### src/rtl/tt_sweep_capture.sv
// Sweeps all 2^N_IN input patterns onto a combinational function, captures its
// truth table, counts ones and compares against a latched expected signature.
module tt_sweep_capture #(
  parameter int N_IN   = 7,
  parameter int SETTLE = 1
) (
  input  logic         clk,
  input  logic         rst_n,
  input  logic         start,
  input  logic [127:0] exp_tt,
  output logic [6:0]   x_out,
  input  logic         f_in,
  output logic         busy,
  output logic         done,
  output logic [127:0] tt,
  output logic [7:0]   ones,
  output logic         match
);

  localparam int         DEPTH    = 1 << N_IN;
  localparam logic [6:0] LAST_IDX = 7'(DEPTH - 1);
  localparam logic [3:0] SETTLE_C = 4'(SETTLE);

  typedef enum logic [1:0] {
    IDLE = 2'd0,
    RUN  = 2'd1,
    DONE = 2'd2
  } state_t;

  state_t         state_r;
  logic [6:0]     idx_r;
  logic [3:0]     hold_r;
  logic [127:0]   tt_r;
  logic [127:0]   exp_r;
  logic [7:0]     ones_r;
  logic           match_r;
  logic           busy_r;
  logic           done_r;
  logic [127:0]   tt_upd_s;

  assign x_out = idx_r;
  assign busy  = busy_r;
  assign done  = done_r;
  assign tt    = tt_r;
  assign ones  = ones_r;
  assign match = match_r;

  // Table as it will look once the current pattern's bit is written, so the
  // final compare sees the bit sampled on the last edge.
  always_comb begin
    tt_upd_s        = tt_r;
    tt_upd_s[idx_r] = f_in;
  end

  // Sweep controller: pattern stepping, settle hold, capture and compare.
  always_ff @(posedge clk or negedge rst_n) begin
    if (!rst_n) begin
      state_r <= IDLE;
      idx_r   <= 7'd0;
      hold_r  <= 4'd0;
      tt_r    <= 128'd0;
      exp_r   <= 128'd0;
      ones_r  <= 8'd0;
      match_r <= 1'b0;
      busy_r  <= 1'b0;
      done_r  <= 1'b0;
    end else begin
      case (state_r)
        IDLE, DONE: begin
          if (start) begin
            state_r <= RUN;
            busy_r  <= 1'b1;
            done_r  <= 1'b0;
            tt_r    <= 128'd0;
            ones_r  <= 8'd0;
            match_r <= 1'b0;
            exp_r   <= exp_tt;
            idx_r   <= 7'd0;
            hold_r  <= 4'd0;
          end
        end
        RUN: begin
          if (hold_r == SETTLE_C) begin
            tt_r   <= tt_upd_s;
            ones_r <= ones_r + {7'd0, f_in};
            hold_r <= 4'd0;
            if (idx_r == LAST_IDX) begin
              state_r <= DONE;
              busy_r  <= 1'b0;
              done_r  <= 1'b1;
              match_r <= (tt_upd_s == exp_r);
            end else begin
              idx_r <= idx_r + 7'd1;
            end
          end else begin
            hold_r <= hold_r + 4'd1;
          end
        end
        default: begin
          state_r <= IDLE;
          busy_r  <= 1'b0;
          done_r  <= 1'b0;
        end
      endcase
    end
  end

endmodule

### config.mk
export PLATFORM = sky130hd
export DESIGN_NAME = tt_sweep_capture
export DESIGN_NICKNAME = d
export VERILOG_FILES = /design/src/rtl/tt_sweep_capture.sv
export SDC_FILE = /design/constraint.sdc
export NUM_CORES = 1
export LEC_CHECK = 0
export CORE_MARGIN = 2
export CORE_UTILIZATION = 55
export DETAILED_ROUTE_END_ITERATION = 8
export GPL_TIMING_DRIVEN = 0
export PLACE_DENSITY = 0.83
export SYNTH_ARGS = -nofsm -noshare
export SYNTH_HDL_FRONTEND = slang
export SYNTH_SLANG_ARGS = --single-unit
export TNS_END_PERCENT = 50
### constraint.sdc
create_clock -name clk -period 8.8 [get_ports clk]
set_input_delay 1.76 -clock clk [delete_from_list [all_inputs] [get_ports clk]]
set_output_delay 1.76 -clock clk [all_outputs]
set_load 0.02 [all_outputs]
==> key figures <==
Yosys
  – Cell variety after synth: 73
  – Xor/xnor share of the synthesized area: 4.98%
  – Synthesis Warnings: 0
  – Syn Inst Count: 1919
  – Simple-gate share of the synthesized area: 22.9%
  – Complex-gate fraction of the synthesized area: 19.1%
  – Number of flops mapped to enable cells by yosys: 0
  – Syn_nets: 2056
  – Post-synthesis adder-cell area fraction: 0.395%
  – Post-synth ARST share: 100%
  – Yosys reg bits: 279
  – Largest family of logic cells by synthesized area: simple AND/OR/NAND/NOR gates
  – Seq/Total Area, Yosys: between 40% and 50%
  – Syn_area_per_cell: 8.25 µm²
  – Top FF cell, synth: dfrtp_1
  – Mux contribution to synthesized area: 3.80%
  – Netlist Area Pre-Place: 15800 µm²

Power and ir drop
  – Clk pwr share: 23.7%
  – Worst vdd ir: 201 µV
  – Design Power: 5.68 mW
  – NetSw: 2.66 mW
  – Comb pwr share: 40.9%
  – Pwr dens: 281 nW/µm²
  – Seq pwr share: 35.4%
  – LEAKAGE: 8.77 nW
  – Internal Power: ~3 mW
  – Switching part of the total: between 40% and 50%

Clock network
  – Post-CTS Setup Inserts: 0
  – Clock tree buffer depth: 3
  – CTS tree: done
  – Cts repair resizes: 0
  – Num Clock Sinks: 279
  – CTS H-tree depth: 1
  – # hold bufs at CTS: 0
  – Root Buffer: clkbuf_16
  – TritonCTS buffer count: 31
  – Clock Latency Late Sink: just over 0.6 ns
  – CTS clk-pin slew, worst paths: 0.06 ns

Floorplanning
  – Die extent in x: 174 µm
  – Die area: approximately 30000 µm²
  – Die height: between 150 and 200 µm
  – Std-Cell Rows: 62
  – Initial core utilization: ~55%
  – Core Box Area: 28500 µm²
  – Number of I/O pins: ~280

STA
  – Worst-Margin Slew: 1.41 ns
  – Final Hold Fails: 0
  – Final setup vio count: 0
  – Setup repair after global routing missed its margin: no
  – Max Transition Viols Final: 0
  – Worst Skew: 0.0193 ns
  – Period utilization: 84.4%
  – Max Freq: ~130 MHz
  – Setup TNS: 0 ns
  – Min Tclk post-route: approximately 7.4 ns
  – Relative slew slack: 6.27%

Routing
  – Drc violations: 0
  – Post-route ant nets: 0
  – First-pass DRT Iterations: 8
  – Via-to-Cell Ratio: 6.94
  – Via count: 18300
  – DRT Wirelength: roughly 80000 µm
  – DRT iter0 DRCs: 3224
  – Wire per inst: 30.6 µm

Layout
  – FILL cells: 2198
  – Nets@finish: 2368
  – P&R area growth vs syn: 27.5%
  – Share of layout cells above drive strength 1: 3.90%

Critical path
  – Nature of the critical path startpoint: primary input
  – CP cell instances: clkdlybuf4s50_1 > clkbuf_1 > clkbuf_1 > clkbuf_1 > clkbuf_1 > buf_1 > mux2i_1 > xor2_1 > nand4_1 > nor3_1 > nand4_1 > o31ai_2
  – Slowest stage delay, CP: ~0.87 ns
  – Most common cell on crit path: clkbuf_1
  – RR Startpoint: x_out[2]
  – CP Class: in -> reg
  – Reg2reg end: match
  – Critical-path top delay cell: buf_1
  – Worst path arrival time: 7.93 ns
  – Crit end category: register
  – Crit path max fanout: 10
  – Flop2flop setup slack: 3.76 ns
  – Worst EP required: a little over 9 ns
  – R2R cell count: 12

Global route
  – Largest net degree at the start of global routing: between 100 and 150
  – First-pass GRT wire length: about 120000 µm
  – Gr usage total: between 50% and 60%
  – Vias in the first global route: approximately 18000
  – GRT overflow: 0
  – Initial antenna violation count: 1

Run status
  – Outcome: finished clean

Placed design
  – GP Congestion: about 1.1
  – IO Port Bufs: 277
  – Hpwl dp: 58300 µm

Hold path
  – Hold path endpoint: exp_r[72]
  – Worst hold path class: reg -> reg
  – Hold Crit Depth: 2
  – Hold_sp: exp_r[72]

Job
  – Max-Cap Viols: 0
==> area by class of cell <==
type / instances / area (µm²) / area share (%)
buffer: 165 / 692 / 3.43
antenna: 3 / 7.51 / 0.0372
timing repair buffer: 279 / 2830 / 14.0
multi-input combinational: 1461 / 8100 / 40.1
clock buffer: 48 / 920 / 4.56
inverter: 14 / 52.6 / 0.260
sequential: 279 / 6980 / 34.6
clock inverter: 8 / 116 / 0.577
tap: 384 / 480 / 2.38
==> power by group through the flow <==
stage | registers [mW] | logic, mW | clock network (mW)
after CTS | 1.98 | 2.15 | 1.33
after floorplan | 1.84 | 1.19 | 0
after global routing | 2.01 | 2.37 | 1.38
after global placement | 1.98 | 2.06 | 0
after detailed placement | 1.99 | 2.12 | 0
final | 2.01 | 2.32 | 1.35
==> Yosys cell counts, types with 4 or more instances <==
cell type,n,area (µm²)
nor4bb_1,4,40.0
a2111oi_0,4,35.0
mux2i_1,60,601
o211ai_1,5,37.5
and4b_1,5,50.1
and3_1,8,50.1
nand3_1,36,180
o22ai_1,17,106
ha_1,5,62.6
xor2_1,49,429
and3b_1,7,61.3
o32ai_1,4,35.0
a31oi_1,9,56.3
buf_2,16,80.1
a32oi_1,6,52.6
o21ai_0,258,1290
or4_1,7,52.6
a21oi_1,156,781
a211oi_1,4,30.0
nor2_1,53,199
clkbuf_1,116,435
xnor2_1,41,359
nor4_1,18,113
inv_1,14,52.6
nand4_1,20,125
nor3b_1,9,67.6
nor3_1,41,205
buf_6,6,67.6
dfrtp_1,279,6980
nand2b_1,14,87.6
a22o_1,25,219
nor2b_1,15,93.8
nand3b_1,11,82.6
a32o_1,7,70.1
buf_1,25,93.8
nand2_1,499,1870
==> routing by layer <==
metal | wire length [µm] | vias up | track usage (%)
li1 | - | 7315 | -
met1 | 27600 | 8656 | 64.5
met2 | 33600 | 1820 | 77.3
met3 | 11500 | 544 | 16.5
met4 | 8190 | 2 | 40.4
met5 | 11 | - | 0
==> critical path, delay by kind of cell <==
| kind | cells | cell delay, ns |
|---|---|---|
| AOI/OAI and AO/OA | 1 | 0.29 |
| muxes | 1 | 0.19 |
| xor gates and xnor gates | 1 | 0.79 |
| buffers and inverters | 6 | 3.99 |
| and+or+nand+nor | 3 | 0.88 |
==> how the worst max path moves through the flow <==
stage | from | endpoint | cells after the start
after floorplan | f_in | match | 11
after global placement | rst_n | exp_r[56] | 1
after detailed placement | f_in | match | 12
after CTS | f_in | match | 12
after global routing | f_in | match | 12
final | f_in | match | 12
==> metrics by stage <==
| stage | util (%) | worst slack (ns) | instance area (µm²) | std cells | hold slack [ns] |
|---|---|---|---|---|---|
| 2_1_floorplan | - | 4.63 | 15800 | 1919 | 0.452 |
| 3_3_place_gp | 66.8 | -5.93 | 19100 | 2580 | 0.472 |
| 3_5_place_dp | 67.0 | 1.40 | 19100 | 2582 | 0.483 |
| 4_1_cts | 70.7 | 1.98 | 20200 | 2638 | 0.494 |
| 5_1_grt | 70.7 | 1.78 | 20200 | 2638 | 0.525 |
| 6_report | 70.7 | 1.37 | 20200 | 2641 | 0.498 |
==> placed cells by master, fill, tap and decap left out, drive strengths merged, types with 42 or more instances in the layout <==
cell type        n
mux2i           60
dfrtp          279
nand2          499
buf             52
o21ai          260
clkdlybuf4s50  276
clkbuf         164
nor3            42
nor2            53
a21oi          156
xor2            49
==> flip-flops by register name, indices dropped and copies added (netlist names) <==
| signal | flops |
|---|---|
| match | 1 |
| busy | 1 |
| exp_r | 128 |
| done | 1 |
| state_r | 1 |
| ones | 8 |
| hold_r | 4 |
| x_out | 7 |
| tt | 128 |
==> kinds of logic after synthesis <==
logic type               after synthesis
flip-flops                           279
multiplexers                          60
buffers and inverters                179
AND/OR/NAND/NOR                      776
XOR/XNOR                              90
AO/OA/AOI/OAI                        530
adder cells (fa/ha/maj)                5
(Power assumes the default switching activity.)
